$ cat src/rtl/alu_pkg.sv
// alu_pkg: definitions shared by the alu dispatch logic.
//   OPW                 - opcode width (matches the alu OpCode input)
//   OP_ADD..OP_DIV      - opcode encodings understood by the alu
//   ALU_LATENCY_DEFAULT - default alu latency in clk cycles
//   alu_req_t           - one queued request {a, b, op}
package alu_pkg;

    localparam int unsigned OPW = 2;

    localparam logic [OPW-1:0] OP_ADD = 2'b00;
    localparam logic [OPW-1:0] OP_SUB = 2'b01;
    localparam logic [OPW-1:0] OP_MUL = 2'b10;
    localparam logic [OPW-1:0] OP_DIV = 2'b11;

    localparam int unsigned ALU_LATENCY_DEFAULT = 1;

    typedef struct packed {
        logic [31:0]    a;
        logic [31:0]    b;
        logic [OPW-1:0] op;
    } alu_req_t;

    localparam int unsigned REQ_W = $bits(alu_req_t);

endpackage

$ cat src/rtl/dispatch_fifo.sv
// dispatch_fifo: synchronous request FIFO, DEPTH entries of WIDTH bits, no bypass.
// Ports:
//   clk, rst_n    - clock, synchronous active-low reset (empties the FIFO)
//   push, wdata   - write request/data; ignored when full
//   pop           - remove the head entry; ignored when empty
//   rdata         - head entry (valid when !empty)
//   full, empty   - occupancy flags
module dispatch_fifo #(
    parameter int unsigned DEPTH = 4,
    parameter int unsigned WIDTH = 66
) (
    input  logic             clk,
    input  logic             rst_n,
    input  logic             push,
    input  logic [WIDTH-1:0] wdata,
    input  logic             pop,
    output logic [WIDTH-1:0] rdata,
    output logic             full,
    output logic             empty
);

    localparam int unsigned AW = $clog2(DEPTH);

    // One extra pointer bit distinguishes full from empty when the indices match.
    logic [AW:0]      wptr_q, rptr_q;
    logic [WIDTH-1:0] mem_q [DEPTH];
    logic             do_push, do_pop;

    assign full    = (wptr_q[AW] != rptr_q[AW]) && (wptr_q[AW-1:0] == rptr_q[AW-1:0]);
    assign empty   = (wptr_q == rptr_q);
    assign do_push = push && !full;
    assign do_pop  = pop && !empty;
    assign rdata   = mem_q[rptr_q[AW-1:0]];

    always_ff @(posedge clk) begin
        if (!rst_n) begin
            wptr_q <= '0;
            rptr_q <= '0;
        end else begin
            if (do_push) begin
                wptr_q <= wptr_q + (AW+1)'(1);
            end
            if (do_pop) begin
                rptr_q <= rptr_q + (AW+1)'(1);
            end
        end
    end

    // Storage needs no reset; only the pointers define what is valid.
    always_ff @(posedge clk) begin
        if (do_push) begin
            mem_q[wptr_q[AW-1:0]] <= wdata;
        end
    end

endmodule

$ cat src/rtl/alu_dispatch.sv
// alu_dispatch: issue stage in front of a handshake-less fixed-latency fp alu.
// Requests are queued, issued one at a time, and the alu result is held on a
// valid/ready output until taken.
// Ports:
//   clk, rst_n                      - clock, synchronous active-low reset
//   in_valid/in_ready/in_a/in_b/in_op - request handshake and payload
//   alu_a/alu_b/alu_op              - registered alu operands/opcode
//   alu_o                           - alu result
//   out_valid/out_ready/out_data/out_op - result handshake and payload
//   busy                            - queue non-empty or an operation in progress
module alu_dispatch
    import alu_pkg::*;
#(
    parameter int unsigned DEPTH       = 4,
    parameter int unsigned ALU_LATENCY = ALU_LATENCY_DEFAULT,
    parameter int unsigned OPW         = alu_pkg::OPW
) (
    input  logic           clk,
    input  logic           rst_n,
    input  logic           in_valid,
    output logic           in_ready,
    input  logic [31:0]    in_a,
    input  logic [31:0]    in_b,
    input  logic [OPW-1:0] in_op,
    output logic [31:0]    alu_a,
    output logic [31:0]    alu_b,
    output logic [OPW-1:0] alu_op,
    input  logic [31:0]    alu_o,
    output logic           out_valid,
    input  logic           out_ready,
    output logic [31:0]    out_data,
    output logic [OPW-1:0] out_op,
    output logic           busy
);

    localparam int unsigned CW = 4;

    typedef enum logic [1:0] {
        StIdle,
        StWait,
        StHold
    } state_e;

    state_e         state_q, state_d;
    logic [CW-1:0]  cnt_q, cnt_d;
    logic [31:0]    alu_a_q, alu_a_d;
    logic [31:0]    alu_b_q, alu_b_d;
    logic [OPW-1:0] alu_op_q, alu_op_d;
    logic [31:0]    out_data_q, out_data_d;
    logic [OPW-1:0] out_op_q, out_op_d;

    alu_req_t push_req, head_req;
    logic     fifo_full, fifo_empty, issue;

    assign push_req.a  = in_a;
    assign push_req.b  = in_b;
    assign push_req.op = in_op;

    dispatch_fifo #(
        .DEPTH (DEPTH),
        .WIDTH (REQ_W)
    ) u_fifo (
        .clk   (clk),
        .rst_n (rst_n),
        .push  (in_valid && in_ready),
        .wdata (push_req),
        .pop   (issue),
        .rdata (head_req),
        .full  (fifo_full),
        .empty (fifo_empty)
    );

    always_comb begin
        state_d    = state_q;
        cnt_d      = cnt_q;
        alu_a_d    = alu_a_q;
        alu_b_d    = alu_b_q;
        alu_op_d   = alu_op_q;
        out_data_d = out_data_q;
        out_op_d   = out_op_q;
        issue      = 1'b0;

        case (state_q)
            StIdle: begin
                if (!fifo_empty) begin
                    issue = 1'b1;
                end
            end
            StWait: begin
                // cnt==1 means alu_o is valid at the coming edge.
                if (cnt_q == CW'(1)) begin
                    out_data_d = alu_o;
                    out_op_d   = alu_op_q;
                    state_d    = StHold;
                end else begin
                    cnt_d = cnt_q - CW'(1);
                end
            end
            StHold: begin
                if (out_ready) begin
                    if (!fifo_empty) begin
                        issue = 1'b1;
                    end else begin
                        state_d = StIdle;
                    end
                end
            end
            default: state_d = StIdle;
        endcase

        // The alu inputs only ever change here, so they never toggle spuriously.
        if (issue) begin
            alu_a_d  = head_req.a;
            alu_b_d  = head_req.b;
            alu_op_d = head_req.op;
            cnt_d    = CW'(ALU_LATENCY);
            state_d  = StWait;
        end
    end

    always_ff @(posedge clk) begin
        if (!rst_n) begin
            state_q    <= StIdle;
            cnt_q      <= '0;
            alu_a_q    <= '0;
            alu_b_q    <= '0;
            alu_op_q   <= '0;
            out_data_q <= '0;
            out_op_q   <= '0;
        end else begin
            state_q    <= state_d;
            cnt_q      <= cnt_d;
            alu_a_q    <= alu_a_d;
            alu_b_q    <= alu_b_d;
            alu_op_q   <= alu_op_d;
            out_data_q <= out_data_d;
            out_op_q   <= out_op_d;
        end
    end

    assign in_ready  = !fifo_full;
    assign alu_a     = alu_a_q;
    assign alu_b     = alu_b_q;
    assign alu_op    = alu_op_q;
    assign out_valid = (state_q == StHold);
    assign out_data  = out_data_q;
    assign out_op    = out_op_q;
    assign busy      = !fifo_empty || (state_q != StIdle);

endmodule
$ cat config.mk
export PLATFORM = sky130hd
export DESIGN_NAME = alu_dispatch
export DESIGN_NICKNAME = d
export VERILOG_FILES = /design/src/rtl/alu_pkg.sv /design/src/rtl/dispatch_fifo.sv /design/src/rtl/alu_dispatch.sv
export SDC_FILE = /design/constraint.sdc
export NUM_CORES = 1
export LEC_CHECK = 0
export ABC_CLOCK_PERIOD_IN_PS = 8600
export CAP_MARGIN = 0
export CORE_MARGIN = 2
export CORE_UTILIZATION = 40
export CTS_CLUSTER_DIAMETER = 120
export DETAILED_ROUTE_END_ITERATION = 6
export PLACE_DENSITY = 0.64
export SYNTH_ARGS = -nofsm -noshare
export SYNTH_HDL_FRONTEND = slang
export SYNTH_SLANG_ARGS = --single-unit
$ cat constraint.sdc
create_clock -name clk -period 8.6 [get_ports clk]
set_input_delay 0.86 -clock clk [delete_from_list [all_inputs] [get_ports clk]]
set_output_delay 0.86 -clock clk [all_outputs]
set_load 0.05 [all_outputs]
# ---- Word-level counts from Yosys, hierarchy flattened
# Memories as Yosys holds them, arrays and structs flattened. A register that Yosys moved wholly into a read port is not among the register bits.
# Index checks and enable logic that the tools add are counted.
dict set report word_totals {
  regBits 46
  ramBits 264
  output_inout_bits 103
  n_memories 1
}
# name words word_bits read_ports rd_clocked_by_memory_dff wr line_no
set mem_list {}
lappend mem_list {u_fifo.mem_q 4 66 1 1 1 dispatch_fifo.sv:26} ;# logic [WIDTH-1:0] mem_q [DEPTH];
dict set report classes {
  n_addsub 3
  eq_ne 14
  mux 13
  bitwise_logic 3
  n_reduce_logical 17
}
# cell n
set op_table {}
lappend op_table {{1-bit 2-to-1 mux} 8}
lappend op_table {{2-bit by 1-bit != test with 1-bit output (second input constant)} 4}
lappend op_table {{4-bit AND reduction} 2}
lappend op_table {{3-bit by 1-bit adder with 3-bit output (second input constant)} 2}
lappend op_table {{2-bit 2-to-1 mux} 3}
lappend op_table {{3-bit by 1-bit != test with 1-bit output (second input constant)} 2}
lappend op_table {{2-bit case mux with 3 select lines} 1}
lappend op_table {{2-bit AND reduction} 3}
lappend op_table {{4-bit by 1-bit equality test with 1-bit output (second input constant)} 1}
lappend op_table {{1-bit logical AND} 4}
lappend op_table {{2-bit nonzero test} 2}
lappend op_table {{4-bit by 1-bit subtractor with 4-bit output (second input constant)} 1}
lappend op_table {{3-bit equality test} 1}
lappend op_table {{1-bit zero test} 3}
lappend op_table {{3-bit by 2-bit != test with 1-bit output (second input constant)} 1}
lappend op_table {{1-bit NOT} 3}
lappend op_table {{2-bit by 1-bit equality test with 1-bit output (second input constant)} 1}
lappend op_table {{2-bit equality test} 1}
lappend op_table {{2-bit equality test (second input constant)} 1}
lappend op_table {{2-bit zero test} 1}
lappend op_table {{2-bit != test (second input constant)} 1}
lappend op_table {{1-bit case mux with 2 select lines} 1}
lappend op_table {{2-bit OR reduction} 1}
lappend op_table {{1-bit logical OR} 1}
lappend op_table {{1-bit != test} 1}

# ---- Depth between registers and ports, before layout
# Gate-level depths: netlist (run 1).
dict set report logic_depth {
  depth_word 7
  depth_mapped 7
  ltp_nobuf 5
}

# ---- Cells and area by module
# A second synthesis (run 1) with hierarchy kept.
dict set report unflattened {
  hier_cells 923
  area_unflattened_um2 14465.1
}
# module instances cells_per_inst area_per_inst_um2 seq_area_each_um2
set modules_own_cells {}
lappend modules_own_cells {dispatch_fifo 1 412 10067.2 8087.8}
lappend modules_own_cells {alu_dispatch 1 511 4398.0 2122.0}

# ---- Least setup slack after synthesis (run 1)
# OpenSTA, ideal clock, no wires.
dict set report synth_path {
  path_kind {input-to-reg}
  startpoint {in in_valid}
  endpoint {mem u_fifo.mem_q[2][0] (enable)}
  setup_time_ns 0.431
  arrival_time_ns 2.852
  required_ns 8.169
  slack_ns 5.317
  path_stages 3
  n_path_buf 0
  path_cell_list {inv_1 -> a31oi_1 -> and2_1}
}
dict set report synth_via {
  elab_chain_cells 4
}
# item line_no
set synth_lines {}
lappend synth_lines {{from (decl)} alu_dispatch.sv:20} ;# input logic in_valid,
lappend synth_lines {{1-bit logical AND} alu_dispatch.sv:65} ;# .push (in_valid && in_ready),
lappend synth_lines {{1-bit logical AND} dispatch_fifo.sv:31} ;# assign do_push = push && !full;
lappend synth_lines {{1-bit 2-to-1 mux} dispatch_fifo.sv:51} ;# if (do_push) begin
lappend synth_lines {{1-bit 2-to-1 mux (not written as such)} dispatch_fifo.sv:52} ;# mem_q[wptr_q[AW-1:0]] <= wdata;
lappend synth_lines {{to (decl)} dispatch_fifo.sv:26}
# No other way between the ends.

# ---- Final worst setup path (run 1)
dict set report layout_path {
  startpoint {reg u_fifo.rptr_q[1]}
  endpoint {out busy}
}
dict set report layout_via {
  elab_chain_cells 3
}
# item line_no
set layout_lines {}
lappend layout_lines {{from (decl)} dispatch_fifo.sv:25} ;# logic [AW:0] wptr_q, rptr_q;
lappend layout_lines {{from (signal assigned)} dispatch_fifo.sv:44} ;# rptr_q <= rptr_q + (AW+1)'(1);
lappend layout_lines {{3-bit equality test} dispatch_fifo.sv:30} ;# assign empty = (wptr_q == rptr_q);
lappend layout_lines {{1-bit zero test} alu_dispatch.sv:148} ;# assign busy = !fifo_empty || (state_q != StIdle);
lappend layout_lines {{1-bit logical OR} alu_dispatch.sv:148}
lappend layout_lines {{to (decl)} alu_dispatch.sv:33} ;# output logic busy
# No other way between the ends.

==> results.toml, run 1 <==
[logic_synthesis]
syn-cell-area_sq_mm = 0.0142
synth_flop_cell = "edfxtp_1"
syn_nets = 987
synth-seq-area-share = 0.718
synthCells = 878
async_flop_share = 0
synth.ff_latch_count = 376
synth_edf_count = 264
yosysWarnings = 0
syn_avg_cell_area_sq_um = 16.1
synth.distinct_cells = 40

[grt]
grt_pass1_wl_mm = 44.6
track_usage = 0.157
antenna_found_initial = 2
grt_max_degree = 77
grt_overflow = 0
grt_pass1_vias = 7842

[layout]
fin_area_sq_mm = 0.0178
fin_nets = 1178
drive_gt1_frac = 0.131
areaGrowthSynthToFinish_pct = 25.9
final_common_cell = "edfxtp_1"
final_cell_mix = "264 x edfxtp_1, 203 x clkdlybuf4s50_1, 141 x nand2_1"
nFillCells = 2903

[timing]
finalHoldViolations = 0
fin_crit_ns = 3.82
tightest_slew_ns = 1.16
rsz0062_at_grt = "false"
skew_ns = 0.0135
max_freq_mhz = 262
finalMaxSlewViolations = 0
maxSlewHeadroom = 0.224
setup_viol = 0
timing.final.crit_share = 0.445
setup_tns_ns = 0
layout_setup_ws_ns = 4.78

[power]
power_switching_share = 0.337
vdd_ir_drop_max_mv = 0.181
internal-power_mw = 3.92
p_comb_frac = 0.321
clkPwrFrac = 0.277
power_switching_mw = 1.99
power.density_mw_per_mm2 = 332
leakagePower_nw = 6.08
seqPwrFrac = 0.402

[drt]
ant_nets = 0
route.detailed.drc = 0
totalWireLength_mm = 29.5
routedWlPerCell_um = 19.0
vias = 7833
first_pass_iters = 4
vias_per_cell = 5.04
drt_iter0_markers = 409

[clock_network]
htreeDepth = 2
clk_pin_slew_ns = 0.06
cts_buffers = 39
clock-root-buffer = "clkbuf_16"
cts-hold-fix-buffers = 0
cts_tree = "done"
clock_latency_ns = 0.53
clock_path_buffers = 3
clkSinkCount = 376
post_cts_buffers = 0
post_cts.resized_instances = 0

[floorplan]
dieArea_sq_mm = 0.0369
core_sq_mm = 0.0347
start_util = 0.408
rows = 68
die_width_um = 192
boundaryPins = 205
die_height_um = 192

[job]
maxCapViolations = 0

[place]
numPortBuffers = 204
post-place-ws_ns = 5.13
gp_congestion = 0.743
hpwl_mm = 17.9
place_area_sq_mm = 0.0166

[critical_path]
cp-end-kind = "output pin"
required_ns = 7.74
start_kind = "flop"
critPathKind = "flop to output pin"
arrival_ns = 2.96
ff2ff_path_depth = 4
path_max_fanout = 69

[worst_hold_path]
holdPathStages = 2
hp-class = "flop to flop"

[status]
status = "complete, no violations"
final timing paths:
path | endpoint | start | slack (ns)
setup / recovery | busy | u_fifo.rptr_q[1] | 4.78
hold reg to reg | alu_b[30] | alu_b[30] | 0.46
hold / removal | alu_b[30] | alu_b[30] | 0.46
setup reg to reg | alu_b[25] | u_fifo.rptr_q[1] | 5.29
sequential cells by signal, summed over array words and instances, names as in the netlist:
name / count
out_op: 2
alu_b: 32
u_fifo.rptr_q: 3
alu_op: 2
cnt_q: 4
alu_a: 32
u_fifo.mem_q: 264
out_data: 32
state_q: 2
u_fifo.wptr_q: 3
final cells by class:
cell class,instances,area (sq um),share of cell area
Antenna cell,1,2.50,0.000140
Clock buffer,55,1130,0.0633
Clock inverter,16,139,0.00779
Inverter,8,30.0,0.00169
Multi-Input combinational cell,434,3690,0.207
Sequential cell,376,10200,0.571
Tap cell,455,569,0.0319
Timing Repair Buffer,210,2080,0.117
stage by stage:
step | total power, mW | instances | util | hold slack (ns)
2_1_floorplan | 3.77 | 878 | - | 0.488
3_3_place_gp | 4.33 | 1483 | 0.477 | 0.446
3_5_place_dp | 4.35 | 1483 | 0.477 | 0.450
4_1_cts | 5.99 | 1554 | 0.513 | 0.462
5_1_grt | 6.17 | 1554 | 0.513 | 0.476
6_report | 5.91 | 1555 | 0.513 | 0.457
synth_stat cells, types with 3 or more instances:
library cell,instances,area share
edfxtp_1,264,0.56
nand2_1,141,0.037
dfxtp_1,112,0.16
mux2i_1,70,0.049
mux4_2,66,0.11
clkbuf_1,39,0.010
nand3_1,36,0.013
o21ai_0,36,0.013
a21oi_1,35,0.012
buf_2,12,0.0042
inv_1,8,0.0021
ha_1,7,0.0062
and2_1,5,0.0022
buf_6,5,0.0040
nor2b_1,4,0.0018
nor2_1,3,0.00080
o211ai_1,3,0.0016
routing by layer:
metal / GRT usage / wire, um / share of wire / vias up
li1: - / - / - / 3691
met1: 0.210 / 12900 / 0.44 / 3880
met2: 0.260 / 14100 / 0.48 / 223
met3: 0.0364 / 2080 / 0.071 / 35
met4: 0.0411 / 446 / 0.015 / 4
met5: 0 / 23 / 0.00078 / -
power groups by stage:
| stage | clock, mW | combinational [mW] | sequential, mW |
|---|---|---|---|
| after detailed placement | 0 | 1.92 | 2.42 |
| after global routing | 1.74 | 2.02 | 2.41 |
| after global placement | 0 | 1.91 | 2.42 |
| after CTS | 1.68 | 1.93 | 2.39 |
| after floorplan | 0 | 0.951 | 2.82 |
| final | 1.64 | 1.90 | 2.38 |
critical path, stage by stage (launching register included):
cell and delay, ns:
dfxtp_4 1.06, xnor2_2 0.25, and3_1 0.26, nand2_1 0.06, clkdlybuf4s50_1 0.82
logic make-up after synthesis:
family / Yosys count / share of synthesized area
DFF: 376 / 0.718
and+or+nand+nor: 202 / 0.0617
muxes: 136 / 0.154
AOI/OAI and AO/OA: 84 / 0.0328
buffers and inverters: 68 / 0.0223
adders and majority gates: 7 / 0.00619
xor gates and xnor gates: 5 / 0.00415
Note: power is estimated with default switching activity, not from simulation.
==> inputs of run 2 (changes only) <==
--- a/config.mk
+++ b/config.mk
@@ -5,13 +5,13 @@
 export SDC_FILE = /design/constraint.sdc
 export NUM_CORES = 1
 export LEC_CHECK = 0
-export ABC_CLOCK_PERIOD_IN_PS = 8600
+export ABC_CLOCK_PERIOD_IN_PS = 3460
 export CAP_MARGIN = 0
 export CORE_MARGIN = 2
 export CORE_UTILIZATION = 40
 export CTS_CLUSTER_DIAMETER = 120
 export DETAILED_ROUTE_END_ITERATION = 6
-export PLACE_DENSITY = 0.64
+export PLACE_DENSITY = 0.66
 export SYNTH_ARGS = -nofsm -noshare
 export SYNTH_HDL_FRONTEND = slang
 export SYNTH_SLANG_ARGS = --single-unit
==> constraint.sdc (replaced) <==
create_clock -name clk -period 3.46 [get_ports clk]
set_input_delay 0.346 -clock clk [delete_from_list [all_inputs] [get_ports clk]]
set_output_delay 0.346 -clock clk [all_outputs]
set_load 0.05 [all_outputs]
==> results.toml, run 2 (synthesis gave the netlist of run 1 again) <==
[status]
status = "complete, no violations"

[worst_hold_path]
min_from = "rst_n"
hp-class = "primary input to flop"
hold_end = "state_q[1]"
holdPathStages = 2

[power]
vdd_ir_drop_max_mv = 0.580
power_switching_share = 0.343
power_switching_mw = 5.04
leakagePower_nw = 6.12
seqPwrFrac = 0.391
p_comb_frac = 0.339
clkPwrFrac = 0.270
power.density_mw_per_mm2 = 821
internal-power_mw = 9.66

[grt]
grt_pass1_vias = 8091
antenna_found_initial = 1
grt_overflow = 0
track_usage = 0.160
grt_max_degree = 69
grt_pass1_wl_mm = 45.4

[drt]
routedWlPerCell_um = 19.0
vias = 7971
first_pass_iters = 4
vias_per_cell = 5.10
drt_iter0_markers = 471
route.detailed.drc = 0
ant_nets = 0
totalWireLength_mm = 29.7

[clock_network]
clk_pin_slew_ns = 0.06
htreeDepth = 2
clock_latency_ns = 0.53
post_cts.resized_instances = 0
cts_tree = "done"
cts_buffers = 39
clkSinkCount = 376
clock-root-buffer = "clkbuf_16"
post_cts_buffers = 0
clock_path_buffers = 3
cts-hold-fix-buffers = 0

[place]
hpwl_mm = 18.3
place_area_sq_mm = 0.0167
gp_congestion = 0.755
numPortBuffers = 204

[timing]
finalHoldViolations = 0
max_freq_mhz = 374
maxSlewHeadroom = 0.213
rsz0062_at_grt = "false"
hold_slack_ns = 0.262
fin_crit_ns = 2.67
skew_ns = 0.0199
timing.final.crit_share = 0.772
setup_tns_ns = 0
finalMaxSlewViolations = 0
setup_viol = 0
tightest_slew_ns = 1.18

[critical_path]
rr_startpoint = "u_fifo.rptr_q[0]"
worst-r2r-setup-slack_ns = 1.01
r2r-end = "u_fifo.mem_q[3][53]"
crit_chain = "xnor2_2 > and3_1 > nand2_1 > clkdlybuf4s50_1"
cp-end-kind = "output pin"
start_kind = "flop"
critPathKind = "flop to output pin"
cp_slowest_stage_delay_ns = 0.82
path_max_fanout = 14
arrival_ns = 2.33
worst_path_max_delay_cell = "clkdlybuf4s50_1"
ff2ff_path_depth = 4
required_ns = 3.11

[floorplan]
die_width_um = 192
core_sq_mm = 0.0347
start_util = 0.408
die_height_um = 192
dieArea_sq_mm = 0.0369
rows = 68
boundaryPins = 205

[layout]
areaGrowthSynthToFinish_pct = 26.6
largest_reg_flops = 264
fin_area_sq_mm = 0.0179
final_cell_mix = "264 x edfxtp_1, 203 x clkdlybuf4s50_1, 141 x nand2_1"
final_common_cell = "edfxtp_1"
drive_gt1_frac = 0.138
fin_nets = 1188
antennaDiodeCount = 0

[job]
maxCapViolations = 0
-- run 2: area by class of cell --
| cell class | instances | area (sq um) |
|---|---|---|
| Timing Repair Buffer | 220 | 2230 |
| Clock inverter | 16 | 133 |
| Sequential cell | 376 | 10200 |
| Multi-Input combinational cell | 434 | 3690 |
| Clock buffer | 55 | 1090 |
| Inverter | 8 | 30.0 |
| Tap cell | 455 | 569 |
| Fill cell | 2877 | 16800 |
-- run 2: worst max-delay path by stage --
stage / from / end / slack (ns) / cells after the start
floorplan: u_fifo.rptr_q[1] / u_fifo.mem_q[2][0] / 0.40 / 4
global placement: in_valid / u_fifo.mem_q[3][55] / 0.82 / 5
detailed placement: in_valid / u_fifo.mem_q[3][55] / 0.81 / 5
CTS: u_fifo.rptr_q[0] / busy / 0.76 / 4
global route: u_fifo.rptr_q[0] / busy / 0.67 / 4
finish: u_fifo.rptr_q[0] / busy / 0.79 / 4
-- run 2: power by group through the flow --
stage	Clock (mW)	Combinational, mW	Sequential [mW]
after CTS	4.07	5.05	5.77
after floorplan	0	2.36	7.01
after detailed placement	0	5.04	5.85
after global placement	0	4.98	5.85
after global routing	4.25	5.29	5.83
final	3.97	4.98	5.75
-- run 2: critical path, delay by kind of cell (launching register included) --
| kind | cells | cell delay (ns) |
|---|---|---|
| DFF | 1 | 0.50 |
| buffers and inverters | 1 | 0.82 |
| xor gates and xnor gates | 1 | 0.18 |
| and+or+nand+nor | 2 | 0.30 |
-- run 2: stage by stage --
step	cells	utilization	power, mW	worst slack, ns
after detailed placement	1493	0.481	10.9	0.814
after CTS	1564	0.516	14.9	0.763
final	1564	0.516	14.7	0.788
after floorplan	878	-	9.37	0.402
after global placement	1493	0.481	10.8	0.818
after global routing	1564	0.516	15.4	0.670
-- run 2: routing by layer --
layer,global-route usage,vias to the layer above,share of wire
met5,0,-,0.00044
met4,0.0349,2,0.013
met3,0.0356,35,0.076
met2,0.260,229,0.47
met1,0.221,3988,0.44
li1,-,3717,-
==> inputs of run 3 (changes only) <==
--- a/config.mk
+++ b/config.mk
@@ -5,7 +5,7 @@
 export SDC_FILE = /design/constraint.sdc
 export NUM_CORES = 1
 export LEC_CHECK = 0
-export ABC_CLOCK_PERIOD_IN_PS = 3460
+export ABC_CLOCK_PERIOD_IN_PS = 2450
 export CAP_MARGIN = 0
 export CORE_MARGIN = 2
 export CORE_UTILIZATION = 40
==> constraint.sdc (replaced) <==
create_clock -name clk -period 2.45 [get_ports clk]
set_input_delay 0.245 -clock clk [delete_from_list [all_inputs] [get_ports clk]]
set_output_delay 0.245 -clock clk [all_outputs]
set_load 0.05 [all_outputs]
==> results.toml, run 3 (synthesis gave the netlist of run 1 again) <==
[critical_path]
crit_start = "state_q[1]"
ff2ff_path_depth = 5
r2r-end = "u_fifo.mem_q[2][60]"
required_ns = 2.20
rr_startpoint = "u_fifo.wptr_q[0]"
critPathKind = "flop to output pin"
start_kind = "flop"
path_max_fanout = 6
cp-end-kind = "output pin"
crit_end = "out_valid"
arrival_ns = 2.06
worst-r2r-setup-slack_ns = 0.59

[layout]
fin_nets = 1198
final_common_cell = "edfxtp_1"
antennaDiodeCount = 0
final_cell_mix = "264 x edfxtp_1, 201 x clkdlybuf4s50_1, 141 x nand2_1"
drive_gt1_frac = 0.152
areaGrowthSynthToFinish_pct = 28.1
largest_reg_flops = 264

[timing]
hold_slack_ns = 0.166
setup_viol = 0
maxSlewHeadroom = 0.600
finalMaxSlewViolations = 0
timing.final.crit_share = 0.940
setup_tns_ns = 0
max_freq_mhz = 434
finalHoldViolations = 0
fin_crit_ns = 2.30
skew_ns = 0.0179
tightest_slew_ns = 0.598
rsz0062_at_grt = "false"

[clock_network]
post_cts_buffers = 0
htreeDepth = 2
clock-root-buffer = "clkbuf_16"
clock_latency_ns = 0.53
cts-hold-fix-buffers = 0
cts_buffers = 39
clkSinkCount = 376
cts_tree = "done"
clk_pin_slew_ns = 0.06
post_cts.resized_instances = 0
clock_path_buffers = 3

[drt]
vias = 8030
routedWlPerCell_um = 19.1
vias_per_cell = 5.10
wl_met3_mm = 2.01
top_layer = "met5"
wl_met1_mm = 13.2
wl_met2_mm = 14.4
drt_iter0_markers = 429
totalWireLength_mm = 30.1
ant_nets = 0
route.detailed.drc = 0
first_pass_iters = 6

[floorplan]
start_util = 0.408
boundaryPins = 205
die_height_um = 192
rows = 68
dieArea_sq_mm = 0.0369
core_sq_mm = 0.0347
die_width_um = 192

[power]
p_comb_frac = 0.339
seqPwrFrac = 0.386
leakagePower_nw = 6.23
internal-power_mw = 13.9
power_switching_mw = 7.09
vdd_ir_drop_max_mv = 0.710
clkPwrFrac = 0.274
power.density_mw_per_mm2 = 1160
power_switching_share = 0.337

[place]
hpwl_mm = 19.1
gp_congestion = 0.759
numPortBuffers = 204

[grt]
antenna_found_initial = 1
track_usage = 0.163
grt_max_degree = 72
grt_pass1_vias = 8145
grt_overflow = 0
grt_pass1_wl_mm = 46.1

[status]
status = "complete, no violations"

[job]
maxCapViolations = 0

[worst_hold_path]
hp-class = "primary input to flop"
[run 3: cell count changes in the layout (fill, tap and decap cells not counted), sizes merged]
cell,change
clkinv,-3
clkdlybuf4s50,-2
buf,+12
bufinv,+1
clkbuf,+3
[run 3: power by group through the flow]
stage          Combinational (mW)  Clock [mW]  Sequential, mW
2_1_floorplan                3.34           0            9.89
3_3_place_gp                 7.18           0            8.23
3_5_place_dp                 7.22           0            8.25
4_1_cts                      7.25        5.92            8.12
5_1_grt                      7.59        6.19            8.19
6_report                     7.13        5.76            8.11
[run 3: worst min path at each step]
| stage | start | to | slack (ns) | depth (start not counted) |
|---|---|---|---|---|
| global placement | alu_a[30] | alu_a[30] | 0.45 | 2 |
| detailed placement | alu_a[19] | alu_a[19] | 0.45 | 2 |
| floorplan | in_op[0] | u_fifo.mem_q[0][0] | 0.34 | 0 |
| global route | rst_n | state_q[0] | 0.16 | 2 |
| finish | rst_n | state_q[0] | 0.17 | 2 |
| CTS | rst_n | state_q[0] | 0.16 | 2 |
[run 3: cell type report]
cell class              count  area [sq um]
clock buffers              58          1130
clock inverters            14           140
fillers                  2859         16600
inverters                   8          30.0
multi-input cells         434          3690
flip-flops and latches    376         10200
well taps                 455           569
repair buffers            230          2390
[run 3: critical path: stages (launching register included)]
cell and delay, ns:
dfxtp_1 0.41, nor2b_1 0.26, clkdlybuf4s50_1 0.87
[run 3: per-layer routing]
layer / GRT usage / vias to the layer above
li1: - / 3736
met1: 0.217 / 4014
met2: 0.272 / 232
met3: 0.0373 / 46
met4: 0.0402 / 2
met5: 0 / -
[run 3: through the flow]
step	power (mW)	worst slack (ns)	area, sq um	utilization	std cells
after global routing	22.0	0.0587	18100	0.522	1575
final	21.0	0.148	18100	0.522	1575
after floorplan	13.2	0.0962	14200	-	878
after detailed placement	15.5	0.444	16900	0.486	1503
after CTS	21.3	0.100	18100	0.522	1575
after global placement	15.4	0.434	16900	0.486	1503
